## config.mk

```make
export PLATFORM = sky130hd
export DESIGN_NAME = rca16_mp_seq_flat
export DESIGN_NICKNAME = d
export VERILOG_FILES = /design/src/rtl/rca16_mp_seq_if.sv /design/src/rtl/rca16_mp_seq.sv /design/src/flat_wrapper.sv
export SDC_FILE = /design/constraint.sdc
export NUM_CORES = 1
export LEC_CHECK = 0
export CAP_MARGIN = 10
export CORE_UTILIZATION = 30
export DETAILED_ROUTE_END_ITERATION = 8
export PLACE_DENSITY = 0.54
export SYNTH_ARGS = -nofsm -noshare
export SYNTH_HDL_FRONTEND = slang
export SYNTH_SLANG_ARGS = --single-unit
```

## constraint.sdc

```tcl
create_clock -name CLK -period 9.3 [get_ports CLK]
set_input_delay 1.395 -clock CLK [delete_from_list [all_inputs] [get_ports CLK]]
set_output_delay 1.395 -clock CLK [all_outputs]
set_load 0.01 [all_outputs]
```

## src/rtl/rca16_mp_seq_if.sv

```systemverilog
// rca16_mp_seq_if
// Byte-wide register port shared by the lab wrappers.
//   DIN  [7:0] : write data byte
//   ADDR [7:0] : register byte address
//   RDWR       : 1 = write DIN to ADDR, 0 = read ADDR into DOUT
//   DOUT [7:0] : registered read data
//   BUSY       : high while limbs are being added
// The master modport belongs to whoever drives accesses, the slave modport
// to the sequencer.
interface rca16_mp_seq_if;
  logic [7:0] DIN;
  logic [7:0] ADDR;
  logic       RDWR;
  logic [7:0] DOUT;
  logic       BUSY;

  modport master (output DIN, output ADDR, output RDWR, input DOUT, input BUSY);
  modport slave  (input DIN, input ADDR, input RDWR, output DOUT, output BUSY);
endinterface

```

## src/rtl/rca16_mp_seq.sv

```systemverilog
// rca16_mp_seq
// Multi-precision add sequencer around one 16-bit ripple-carry adder (rca16).
// Operands A and B (16*NWORDS bits) are loaded byte by byte, then START feeds
// the adder one limb per cycle, least-significant first, with the carry held
// in a register between limbs.
//   CLK       : clock, rising edge
//   RST       : synchronous active-high reset
//   bus       : rca16_mp_seq_if.slave (DIN, ADDR, RDWR, DOUT, BUSY)
// Register map: 0x00+k A byte k, 0x10+k B byte k, 0x20+k S byte k (read-only),
// 0x30 CTRL (write-only, bit0 START, bit1 CIN),
// 0x31 STATUS (read-only, {4'b0, OVF, COUT, DONE, BUSY}).
// Optional feature: define RCA16_MP_OVF_EN to build the signed-overflow flag;
// without it STATUS bit3 reads 0.

// 16-bit ripple-carry adder, one full adder per bit.
module rca16 (
  input  logic [15:0] a,
  input  logic [15:0] b,
  input  logic        cin,
  output logic [15:0] s,
  output logic        cout
);
  // Carry ripples from bit 0 upward through a local chain.
  always_comb begin : ripple
    logic [16:0] c;
    c    = '0;
    s    = '0;
    c[0] = cin;
    for (int i = 0; i < 16; i++) begin
      s[i]   = a[i] ^ b[i] ^ c[i];
      c[i+1] = (a[i] & b[i]) | (c[i] & (a[i] ^ b[i]));
    end
    cout = c[16];
  end
endmodule

module rca16_mp_seq #(
  parameter int NWORDS = 4
) (
  input logic          CLK,
  input logic          RST,
  rca16_mp_seq_if.slave bus
);
  localparam int         W        = 16 * NWORDS;
  localparam int         NBYTES   = 2 * NWORDS;
  localparam logic [2:0] IDX_LAST = 3'(NWORDS - 1);

  typedef enum logic [1:0] {IDLE, RUN, DONE} state_t;

  state_t         state_q, state_d;
  logic [W-1:0]   a_q, a_d;
  logic [W-1:0]   b_q, b_d;
  logic [W-1:0]   s_q, s_d;
  logic [2:0]     idx_q, idx_d;
  logic           carry_q, carry_d;
  logic           cin_q, cin_d;
  logic           cout_q, cout_d;
  logic [7:0]     dout_q, dout_d;
  logic           ovf_bit;
  logic [7:0]     rd_data;
  logic [15:0]    limb_a, limb_b, limb_s;
  logic           limb_cout;

`ifdef RCA16_MP_OVF_EN
  logic ovf_q, ovf_d;
  assign ovf_bit = ovf_q;
`else
  assign ovf_bit = 1'b0;
`endif

  assign bus.DOUT = dout_q;
  assign bus.BUSY = (state_q == RUN);

  // Route limb idx of both operands to the shared adder.
  always_comb begin
    limb_a = '0;
    limb_b = '0;
    for (int k = 0; k < NWORDS; k++) begin
      if (idx_q == 3'(k)) begin
        limb_a = a_q[16*k +: 16];
        limb_b = b_q[16*k +: 16];
      end
    end
  end

  rca16 u_add (
    .a    (limb_a),
    .b    (limb_b),
    .cin  (carry_q),
    .s    (limb_s),
    .cout (limb_cout)
  );

  // Read mux; bytes beyond the operand width and unmapped addresses read 0.
  always_comb begin
    rd_data = '0;
    for (int k = 0; k < NBYTES; k++) begin
      if (bus.ADDR[3:0] == 4'(k)) begin
        case (bus.ADDR[7:4])
          4'h0:    rd_data = a_q[8*k +: 8];
          4'h1:    rd_data = b_q[8*k +: 8];
          4'h2:    rd_data = s_q[8*k +: 8];
          default: rd_data = '0;
        endcase
      end
    end
    if (bus.ADDR == 8'h31) begin
      rd_data = {4'b0000, ovf_bit, cout_q, (state_q == DONE), (state_q == RUN)};
    end
  end

  // Next-state logic: register writes and START are only honoured outside
  // RUN, so the adder sees stable operands for the whole sequence.
  always_comb begin
    state_d = state_q;
    a_d     = a_q;
    b_d     = b_q;
    s_d     = s_q;
    idx_d   = idx_q;
    carry_d = carry_q;
    cin_d   = cin_q;
    cout_d  = cout_q;
    dout_d  = dout_q;
`ifdef RCA16_MP_OVF_EN
    ovf_d   = ovf_q;
`endif
    if (!bus.RDWR) begin
      dout_d = rd_data;
    end
    case (state_q)
      RUN: begin
        for (int k = 0; k < NWORDS; k++) begin
          if (idx_q == 3'(k)) begin
            s_d[16*k +: 16] = limb_s;
          end
        end
        carry_d = limb_cout;
        idx_d   = idx_q + 3'd1;
        if (idx_q == IDX_LAST) begin
          state_d = DONE;
          cout_d  = limb_cout;
`ifdef RCA16_MP_OVF_EN
          ovf_d   = (limb_a[15] == limb_b[15]) && (limb_s[15] != limb_a[15]);
`endif
        end
      end
      default: begin
        if (bus.RDWR) begin
          for (int k = 0; k < NBYTES; k++) begin
            if (bus.ADDR[3:0] == 4'(k)) begin
              if (bus.ADDR[7:4] == 4'h0) a_d[8*k +: 8] = bus.DIN;
              if (bus.ADDR[7:4] == 4'h1) b_d[8*k +: 8] = bus.DIN;
            end
          end
          if (bus.ADDR == 8'h30) begin
            cin_d = bus.DIN[1];
            if (bus.DIN[0]) begin
              carry_d = bus.DIN[1];
              idx_d   = '0;
              cout_d  = 1'b0;
`ifdef RCA16_MP_OVF_EN
              ovf_d   = 1'b0;
`endif
              state_d = RUN;
            end
          end
        end
      end
    endcase
  end

  // All state registers, with synchronous reset.
  always_ff @(posedge CLK) begin
    if (RST) begin
      state_q <= IDLE;
      a_q     <= '0;
      b_q     <= '0;
      s_q     <= '0;
      idx_q   <= '0;
      carry_q <= 1'b0;
      cin_q   <= 1'b0;
      cout_q  <= 1'b0;
      dout_q  <= '0;
`ifdef RCA16_MP_OVF_EN
      ovf_q   <= 1'b0;
`endif
    end else begin
      state_q <= state_d;
      a_q     <= a_d;
      b_q     <= b_d;
      s_q     <= s_d;
      idx_q   <= idx_d;
      carry_q <= carry_d;
      cin_q   <= cin_d;
      cout_q  <= cout_d;
      dout_q  <= dout_d;
`ifdef RCA16_MP_OVF_EN
      ovf_q   <= ovf_d;
`endif
    end
  end
endmodule
```

## src/flat_wrapper.sv

```systemverilog
// flat-port wrapper written by rule: the top's interface ports become plain ports
module rca16_mp_seq_flat 
#(
  parameter int NWORDS = 4
)
  (CLK, RST, bus_DIN, bus_ADDR, bus_RDWR, bus_DOUT, bus_BUSY);
  rca16_mp_seq_if bus_i ();
  input logic CLK;
  input logic RST;
  input wire logic [$bits(bus_i.DIN)-1:0] bus_DIN;
  input wire logic [$bits(bus_i.ADDR)-1:0] bus_ADDR;
  input wire logic [$bits(bus_i.RDWR)-1:0] bus_RDWR;
  output wire logic [$bits(bus_i.DOUT)-1:0] bus_DOUT;
  output wire logic [$bits(bus_i.BUSY)-1:0] bus_BUSY;
  assign bus_i.DIN = bus_DIN;
  assign bus_i.ADDR = bus_ADDR;
  assign bus_i.RDWR = bus_RDWR;
  assign bus_DOUT = bus_i.DOUT;
  assign bus_BUSY = bus_i.BUSY;
  rca16_mp_seq #(.NWORDS(NWORDS)) u_core (.CLK(CLK), .RST(RST), .bus(bus_i));
endmodule
```

==> impl_metrics.env, run 1 <==
export IMPL_status="completed"
export IMPL_postCtsSetupRepairBufs=0
export IMPL_wl_met1_um=17900
export IMPL_cts_resized=0
export IMPL_io_pins=28
export IMPL_start_util=0.305
export IMPL_required_ps=9680
export IMPL_cellInternalPower_mw=1.54
export IMPL_synthDistinctLibCells=56
export IMPL_routed_wl_met3_um=3410
export IMPL_rows=68
export IMPL_r2r_start="u_core.idx_q[1]"
export IMPL_drv_slew=0
export IMPL_worst_pin_slew_ps=1310
export IMPL_dieArea_um2=35900
export IMPL_end_kind="flop"
export IMPL_yosysMostFrequentCell="nand2_1"
export IMPL_fin_nets=1332
export IMPL_die_height_um=189
export IMPL_grt_max_degree=107
export IMPL_syn_num_nets=1379
export IMPL_power_share_combinational=0.054
export IMPL_cts_max_level=1
export IMPL_synth_mux_area_frac=0.0666
export IMPL_syn_cell_area_um2=10500
export IMPL_critPathArrivalTime_ps=8620
export IMPL_rsz0062_at_grt="no"
export IMPL_synth_yosys_seq_area_share=0.393
export IMPL_drt_first_iter_violations=1266
export IMPL_r2r_cells=27
export IMPL_cts_hold_buf=0
export IMPL_cts_root_buf="clkbuf_16"
export IMPL_hold_depth=2
export IMPL_cts_sinks=207
export IMPL_synth_adder_area_share=0.0363
export IMPL_hold_viol=0
export IMPL_setup_viol=0
export IMPL_placed_area_um2=11000
export IMPL_fill_cells=3671
export IMPL_cts_path_max_buffers=3
export IMPL_ys_warn_count=0
export IMPL_antenna_found_initial=0
export IMPL_grt_pass1_vias=9356
export IMPL_num_vias=10100
export IMPL_synth_top_cell_by_area="dfxtp_1"
export IMPL_overflow=0
export IMPL_numCtsBuffers=25
export IMPL_synth_top_area_share=0.393
export IMPL_clock_skew_final_ps=18.1
export IMPL_clk_pin_slew_ps=60
export IMPL_switching_share=0.233
export IMPL_seqCellArea_um2=4140
export IMPL_tns_ps=0
export IMPL_syn_to_final_growth_pct=12.6
export IMPL_coreArea_um2=34500
export IMPL_synthTopCellsByCount="nand2_1 (234), dfxtp_1 (207), a21oi_1 (173), nor2_1 (150), a211oi_1 (89)"
export IMPL_power_frac_seq=0.442
export IMPL_hp_start="u_core.a_q[13]"
export IMPL_yosys_register_bits=207
export IMPL_dr_pass1_iters=8
export IMPL_grt_first_pass_wirelength_um=60600
export IMPL_synthFlopType="dfxtp_1"
export IMPL_synth_xor_area_frac=0
export IMPL_synth_edf_count=0
export IMPL_die_width_um=189
export IMPL_maxCapViolations=0
export IMPL_syn_instance_count=1339
export IMPL_post_route_period_util=0.886
export IMPL_power_density_nw_per_um2=170
export IMPL_synth_area_leaders="dfxtp_1 (39%), nand2_1 (8.3%), a21oi_1 (8.2%)"
export IMPL_critPathLaunchType="flop"
export IMPL_criticalPathCategory="reg -> reg"
export IMPL_r2r_slack_ps=1060
export IMPL_clock_fmax_ghz=0.121
export IMPL_ys_async_sr_fraction=0
export IMPL_routed_wl_met2_um=18000
export IMPL_clk_latency_ps=530
export IMPL_hold_path_end="u_core.a_q[13]"
export IMPL_synth_compound_area_share=0.251
export IMPL_hpwl_um=26800
export IMPL_avgSynthCellArea_um2=7.87
export IMPL_worst_path_max_fanout=6
export IMPL_slew_headroom=0.127
export IMPL_synth_simple_area_share=0.196
export IMPL_multiInputGateArea_um2=5820
export IMPL_power_leakage_nw=3.83
export IMPL_clkPwrFrac=0.504
export IMPL_cts_tree="built"
export IMPL_n_antenna_cell=0
export IMPL_layout_drive_gt1_share=0.0651
export IMPL_drc=0
export IMPL_min_period_ps=8240
export IMPL_grt_util_all_layers=0.223
export IMPL_postRouteAntennaNets=0
export IMPL_maxUsedRoutingLayer="met4"
export IMPL_routed_wl_um=40600
export IMPL_portBuffers=27
export IMPL_worstHoldPathType="reg -> reg"
export IMPL_synth_top_family_by_area="compound AO/OA/AOI/OAI gates"
export IMPL_r2r_end="u_core.s_q[15]"
export IMPL_ir_drop_v=0.0000980
export IMPL_final_cell_area_um2=11900
export IMPL_vias_per_cell=5.73
export IMPL_place_congestion=0.941
export IMPL_wl_per_cell_um=23.1
export IMPL_switchingPower_uw=469
-- per-layer routing --
layer	vias up	GRT usage
met5	-	0
met4	0	0.0782
met3	79	0.0347
met2	515	0.341
met1	4854	0.316
li1	4643	-
-- placed cells by master, fill, tap and decap left out, types with 3 or more instances in the layout --
| master | netlist | final |
|---|---|---|
| a21oi_1 | 173 | 173 |
| o211ai_1 | 4 | 4 |
| o32ai_1 | 3 | 3 |
| a22o_1 | 14 | 14 |
| dfxtp_1 | 207 | 207 |
| nor2b_1 | 6 | 3 |
| clkdlybuf4s50_1 | 0 | 24 |
| a31oi_1 | 4 | 4 |
| o22ai_1 | 3 | 3 |
| mux2i_1 | 69 | 69 |
| a32oi_1 | 3 | 3 |
| inv_1 | 11 | 11 |
| o21ai_0 | 44 | 44 |
| a22oi_1 | 43 | 43 |
| fa_1 | 16 | 16 |
| ha_1 | 5 | 4 |
| a211oi_1 | 89 | 89 |
| nor2b_2 | 1 | 3 |
| nor3_1 | 5 | 5 |
| and3_1 | 3 | 3 |
| clkbuf_1 | 83 | 3 |
| nand2_1 | 234 | 233 |
| bufinv_16 | 0 | 4 |
| nand3_1 | 66 | 66 |
| o2bb2ai_1 | 5 | 5 |
| a221oi_1 | 14 | 14 |
| and2_1 | 4 | 4 |
| clkinv_2 | 0 | 3 |
| clkbuf_16 | 0 | 25 |
| buf_4 | 6 | 26 |
| nand2b_1 | 3 | 3 |
| nor2_2 | 1 | 4 |
| clkbuf_8 | 0 | 4 |
| nor2_1 | 150 | 147 |
-- power by group through the flow --
stage	Combinational [mW]	Sequential, mW	Clock (mW)
detailed placement	0.104	0.909	0
floorplan	0.0649	0.909	0
finish	0.108	0.890	1.01
CTS	0.105	0.889	1.03
global placement	0.104	0.909	0
global route	0.111	0.889	1.07
-- how the worst max path moves through the flow --
stage | from | depth (start not counted) | slack, ps | to
after floorplan | u_core.idx_q[1] | 29 | 1360 | u_core.s_q[15]
final | u_core.idx_q[1] | 27 | 1060 | u_core.s_q[15]
after global placement | u_core.idx_q[1] | 27 | 1190 | u_core.s_q[15]
after CTS | u_core.idx_q[1] | 27 | 1060 | u_core.s_q[63]
after detailed placement | u_core.idx_q[1] | 27 | 1110 | u_core.s_q[31]
after global routing | u_core.idx_q[1] | 28 | 660 | u_core.s_q[63]
-- cell type report --
class,instances,share of cell area
Clock buffer,32,0.0583
Clock inverter,9,0.0127
Inverter,11,0.00348
Multi-Input combinational cell,995,0.490
Sequential cell,207,0.349
Tap cell,455,0.0480
Timing Repair Buffer,52,0.0381
-- metrics by stage --
stage | cells | power, mW | utilization | worst slack (ps) | hold WS (ps)
2_1_floorplan | 1339 | 0.974 | - | 1360 | 440
3_3_place_gp | 1720 | 1.01 | 0.319 | 1190 | 452
3_5_place_dp | 1720 | 1.01 | 0.319 | 1110 | 462
4_1_cts | 1761 | 2.02 | 0.344 | 1060 | 469
5_1_grt | 1761 | 2.07 | 0.344 | 665 | 493
6_report | 1761 | 2.01 | 0.344 | 1060 | 468
-- critical path, cell delays in order, from the launching register on --
cell      delay, ps
dfxtp_1         330
inv_1            90
ha_1            190
nor2b_2         270
a22oi_1         140
a211oi_1        250
a21oi_1          90
fa_1            440
fa_1            430
fa_1            400
fa_1            390
fa_1            420
fa_1            400
fa_1            390
fa_1            440
fa_1            410
fa_1            420
fa_1            400
fa_1            390
fa_1            360
inv_1            80
fa_1            190
inv_1            60
fa_1            360
inv_1            80
fa_1            460
mux2i_1         150
nor2_1           60
-- cells by family after synthesis --
logic type                 Yosys count
and+or+nand+nor                    489
AOI/OAI and AO/OA                  415
DFF                                207
buffers and inverters              137
muxes                               70
adders and majority gates           21
-- flip-flops by register name (all words and copies together), names as in the netlist --
register         cells
u_core.state_q       2
u_core.bus.DOUT      8
u_core.idx_q         3
u_core.carry_q       1
u_core.s_q          64
u_core.cout_q        1
u_core.a_q          64
u_core.b_q          64
(Power assumes the default switching activity.)
==> run 2: changes to the inputs <==
--- a/config.mk
+++ b/config.mk
@@ -7,7 +7,9 @@
 export LEC_CHECK = 0
 export CAP_MARGIN = 10
 export CORE_UTILIZATION = 30
+export CTS_BUF_LIST = sky130_fd_sc_hd__clkbuf_4
 export DETAILED_ROUTE_END_ITERATION = 8
+export GPL_ROUTABILITY_DRIVEN = 0
 export PLACE_DENSITY = 0.54
 export SYNTH_ARGS = -nofsm -noshare
 export SYNTH_HDL_FRONTEND = slang
==> run 2 against run 1 <==
  * Flip-flop and latch count stayed put
  * Sequential power is essentially flat
  * Clock power fell by 22%
  * Critical path type unchanged
  * Cell count increased by 3.1%
  * Highest routed layer unchanged
  * Final area decreased by 1.5%
==> impl_metrics.env, run 2 (same netlist as run 1, synthesis figures left out) <==
export IMPL_worst_path_max_fanout=6
export IMPL_coreArea_um2=34500
export IMPL_worst_pin_slew_ps=1180
export IMPL_min_period_ps=8300
export IMPL_tns_ps=0
export IMPL_power_frac_seq=0.499
export IMPL_cts_max_level=2
export IMPL_grt_pass1_vias=9735
export IMPL_die_width_um=189
export IMPL_cts_hold_buf=0
export IMPL_power_share_combinational=0.060
export IMPL_required_ps=9850
export IMPL_hold_depth=2
export IMPL_power_leakage_nw=3.83
export IMPL_postCtsSetupRepairBufs=0
export IMPL_clk_pin_slew_ps=70
export IMPL_routed_wl_met2_um=18500
export IMPL_cts_sinks=207
export IMPL_drc=0
export IMPL_hold_viol=0
export IMPL_wl_per_cell_um=22.5
export IMPL_hpwl_um=26700
export IMPL_cts_path_max_buffers=3
export IMPL_clock_skew_final_ps=40.0
export IMPL_clk_latency_ps=690
export IMPL_worstHoldPathType="reg -> reg"
export IMPL_hp_start="u_core.bus.DOUT[0]"
export IMPL_clkPwrFrac=0.441
export IMPL_r2r_cells=27
export IMPL_critPathArrivalTime_ps=8850
export IMPL_cts_resized=0
export IMPL_maxUsedRoutingLayer="met4"
export IMPL_start_util=0.305
export IMPL_routed_wl_met3_um=3110
export IMPL_wl_met1_um=18200
export IMPL_antenna_found_initial=1
export IMPL_grt_max_degree=107
export IMPL_slew_headroom=0.215
export IMPL_maxCapViolations=0
export IMPL_die_height_um=189
export IMPL_cts_root_buf="clkbuf_4"
export IMPL_grt_first_pass_wirelength_um=61800
export IMPL_layout_drive_gt1_share=0.0964
export IMPL_overflow=0
export IMPL_portBuffers=27
export IMPL_rows=68
export IMPL_dr_pass1_iters=5
export IMPL_final_cell_mix="nand2_1 (233), dfxtp_1 (207), a21oi_1 (173)"
export IMPL_end_kind="flop"
export IMPL_power_density_nw_per_um2=152
export IMPL_clock_fmax_ghz=0.121
export IMPL_critPathLaunchType="flop"
export IMPL_io_pins=28
export IMPL_rsz0062_at_grt="no"
export IMPL_drt_first_iter_violations=1053
export IMPL_switching_share=0.264
export IMPL_cellInternalPower_mw=1.31
export IMPL_syn_to_final_growth_pct=11.0
export IMPL_holdWs_ps=460
export IMPL_drv_slew=0
export IMPL_final_common_cell="nand2_1"
export IMPL_switchingPower_uw=471
export IMPL_criticalPathCategory="reg -> reg"
export IMPL_post_route_period_util=0.892
export IMPL_postRouteAntennaNets=0
export IMPL_ir_drop_v=0.0000828
export IMPL_reg_top3="u_core.a_q (64), u_core.b_q (64), u_core.s_q (64)"
export IMPL_fin_nets=1366
export IMPL_num_vias=10200
export IMPL_vias_per_cell=5.61
export IMPL_dieArea_um2=35900
export IMPL_setup_worst_path_start="u_core.idx_q[1]"
export IMPL_status="completed"
export IMPL_r2r_start="u_core.idx_q[1]"
export IMPL_routed_wl_um=40900
export IMPL_numCtsBuffers=58
export IMPL_setup_viol=0
export IMPL_cts_tree="built"
export IMPL_grt_util_all_layers=0.228
## run 2: metrics by stage
| step | std cells | instance area [um2] | worst slack, ps | total power [mW] | util |
|---|---|---|---|---|---|
| floorplan | 1339 | 10500 | 1360 | 0.974 | - |
| global placement | 1721 | 11000 | 1170 | 1.01 | 0.319 |
| detailed placement | 1721 | 11000 | 1140 | 1.01 | 0.319 |
| CTS | 1814 | 11700 | 1070 | 1.80 | 0.338 |
| global route | 1815 | 11700 | 714 | 1.85 | 0.338 |
| finish | 1815 | 11700 | 1000 | 1.78 | 0.338 |
## run 2: layout make-up
cell class | count | area, um2
Fill cell | 3770 | 22900
Multi-Input combinational cell | 995 | 5820
Sequential cell | 207 | 4140
Clock buffer | 82 | 616
Tap cell | 455 | 569
Timing Repair Buffer | 53 | 459
Clock inverter | 11 | 42.5
Inverter | 11 | 41.3
Antenna cell | 1 | 2.50
## run 2: power groups by stage
stage / sequential (mW) / combinational [mW] / clock (mW)
4_1_cts: 0.889 / 0.104 / 0.805
5_1_grt: 0.889 / 0.111 / 0.851
6_report: 0.889 / 0.107 / 0.784
3_5_place_dp: 0.909 / 0.104 / 0
2_1_floorplan: 0.909 / 0.0649 / 0
3_3_place_gp: 0.909 / 0.104 / 0
## run 2: worst max-delay path, stage by stage, from the launching register on
cell      delay (ps)
dfxtp_1          390
inv_1             90
ha_1             200
nor2_2           250
a22oi_1          120
a211oi_1         290
a21oi_1           90
fa_1             410
fa_1             430
fa_1             400
fa_1             400
fa_1             430
fa_1             400
fa_1             390
fa_1             460
fa_1             410
fa_1             410
fa_1             390
fa_1             390
fa_1             380
inv_1             80
fa_1             180
inv_1             60
fa_1             360
inv_1             80
fa_1             450
mux2i_1          170
nor2_1            50
## run 2: final timing paths
check | end | slack [ps]
setup reg to reg | u_core.s_q[31] | 1000
hold / removal | u_core.bus.DOUT[0] | 460
setup / recovery | u_core.s_q[31] | 1000
hold reg to reg | u_core.bus.DOUT[0] | 460
## run 2: routing by layer
layer | track usage | up-vias
li1 | - | 4740
met1 | 0.312 | 4925
met2 | 0.355 | 442
met3 | 0.0463 | 75
met4 | 0.0748 | 0
met5 | 0.00137 | -
==> run 3: changes to the inputs <==
==> constraint.sdc (replaced) <==
create_clock -name CLK -period 8.5 [get_ports CLK]
set_input_delay 1.275 -clock CLK [delete_from_list [all_inputs] [get_ports CLK]]
set_output_delay 1.275 -clock CLK [all_outputs]
set_load 0.01 [all_outputs]
==> run 3 against run 2 <==
  * Fmax is 0.28% higher
  * Final area increased by 0.60%
  * Clock power rose by 14%
==> impl_metrics.env, run 3 (same netlist as run 1, synthesis figures left out) <==
export IMPL_post_route_util=0.341
export IMPL_ir_drop_v=0.0000978
export IMPL_wl_per_cell_um=22.3
export IMPL_postRouteAntennaNets=0
export IMPL_antenna_found_initial=2
export IMPL_final_cell_area_um2=11800
export IMPL_die_height_um=189
export IMPL_worst_path_max_fanout=15
export IMPL_switching_share=0.262
export IMPL_status="completed"
export IMPL_end_kind="flop"
export IMPL_clk_pin_slew_ps=70
export IMPL_cts_root_buf="clkbuf_4"
export IMPL_setup_viol=0
export IMPL_cellInternalPower_mw=1.46
export IMPL_fill_cells=3701
export IMPL_clock_skew_final_ps=39.6
export IMPL_power_leakage_nw=3.87
export IMPL_layout_drive_gt1_share=0.103
export IMPL_reg_top3="u_core.a_q (64), u_core.b_q (64), u_core.s_q (64)"
export IMPL_worstHoldPathType="reg -> reg"
export IMPL_critPathLaunchType="flop"
export IMPL_multiInputGateArea_um2=5840
export IMPL_required_ps=9040
export IMPL_vias_per_cell=5.66
export IMPL_maxCapViolations=0
export IMPL_seqCellArea_um2=4150
export IMPL_min_period_ps=8270
export IMPL_switchingPower_uw=521
export IMPL_fin_nets=1365
export IMPL_placed_area_um2=11000
export IMPL_rows=68
export IMPL_slew_headroom=0.197
export IMPL_cts_max_level=2
export IMPL_power_frac_seq=0.490
export IMPL_clk_latency_ps=700
export IMPL_final_cell_mix="nand2_1 (233), dfxtp_1 (206), a21oi_1 (173)"
export IMPL_io_pins=28
export IMPL_start_util=0.305
export IMPL_post_route_period_util=0.974
export IMPL_worst_pin_slew_ps=1200
export IMPL_grt_util_all_layers=0.225
export IMPL_grt_first_pass_wirelength_um=61300
export IMPL_hold_depth=2
export IMPL_power_density_nw_per_um2=169
export IMPL_r2r_cells=27
export IMPL_crit_top_cell="fa_1"
export IMPL_cpPeakStageDelay_ps=460
export IMPL_drt_first_iter_violations=1178
export IMPL_slowest_stage="fa_1"
export IMPL_hpwl_um=27100
export IMPL_syn_to_final_growth_pct=11.6
export IMPL_num_vias=10300
export IMPL_cts_path_max_buffers=3
export IMPL_hold_viol=0
export IMPL_cts_hold_buf=0
export IMPL_numCtsBuffers=57
export IMPL_die_width_um=189
export IMPL_drv_slew=0
export IMPL_portBuffers=27
export IMPL_final_common_cell="nand2_1"
export IMPL_cts_sinks=207
export IMPL_overflow=0
export IMPL_post_place_ws_ps=228
export IMPL_cts_tree="built"
export IMPL_drc=0
export IMPL_critPathArrivalTime_ps=8810
export IMPL_routed_wl_um=40600
export IMPL_power_share_combinational=0.058
export IMPL_coreArea_um2=34500
export IMPL_clkPwrFrac=0.451
export IMPL_criticalPathCategory="reg -> reg"
export IMPL_dieArea_um2=35900
export IMPL_dr_pass1_iters=6
export IMPL_grt_max_degree=94
export IMPL_clock_fmax_ghz=0.121
export IMPL_grt_pass1_vias=9736
export IMPL_fin_ws_ps=225
-- run 3: cell types whose count changed in the layout (fill, tap and decap cells not counted) --
cell / before / now
a211oi_1: 89 / 88
a211oi_2: 0 / 1
clkbuf_4: 82 / 88
clkinv_1: 10 / 11
clkinv_2: 1 / 0
dfxtp_1: 207 / 206
dfxtp_2: 0 / 1
fa_1: 16 / 15
fa_2: 0 / 1
inv_2: 0 / 2
nor2_2: 4 / 3
nor2_4: 0 / 1
nor2b_2: 3 / 2
nor2b_4: 1 / 2
-- run 3: layout make-up --
type,instances,share of cell area
Antenna cell,1,0.000213
Clock buffer,88,0.0562
Clock inverter,13,0.00415
Inverter,11,0.00351
Multi-Input combinational cell,995,0.496
Sequential cell,207,0.352
Tap cell,455,0.0484
Timing Repair Buffer,53,0.0390
-- run 3: critical path: cells and delay by family (launching register included) --
family / cells / cell delay, ps
AOI/OAI and AO/OA: 2 / 330
adders and majority gates: 17 / 6540
buffers and inverters: 4 / 320
DFF: 1 / 400
muxes: 1 / 160
and+or+nand+nor: 3 / 360
-- run 3: power groups by stage --
stage	clock network (mW)	registers [mW]	logic [mW]
floorplan	0	0.994	0.0710
global placement	0	0.995	0.113
detailed placement	0	0.995	0.113
CTS	0.912	0.973	0.113
global route	0.966	0.972	0.120
finish	0.896	0.973	0.116
-- run 3: per-layer routing --
metal | part of all wire | track usage
met1 | 0.44 | 0.306
met4 | 0.037 | 0.0909
met2 | 0.44 | 0.346
met3 | 0.087 | 0.0458
met5 | 0.00020 | 0
-- run 3: final timing paths --
kind / start / endpoint / slack [ps]
worst max-delay path: u_core.idx_q[0] / u_core.s_q[31] / 230
worst min-delay path: u_core.bus.DOUT[0] / u_core.bus.DOUT[0] / 470
worst max register to register: u_core.idx_q[0] / u_core.s_q[31] / 230
worst min register to register: u_core.bus.DOUT[0] / u_core.bus.DOUT[0] / 470
-- run 3: timing repair --
| action | in CTS | in global routing |
|---|---|---|
| resized for setup | 0 | 5 |
| endpoints found under the setup margin | 0 | 5 |
| buffers inserted | 0 | 2 |
-- run 3: stage by stage --
step           power, mW  hold slack [ps]  std cells  TNS, ps
3_3_place_gp        1.11              450       1719        0
6_report            1.98              474       1823        0
2_1_floorplan       1.07              440       1339        0
3_5_place_dp        1.11              462       1719        0
4_1_cts             2.00              471       1820        0
5_1_grt             2.06              495       1823     -119
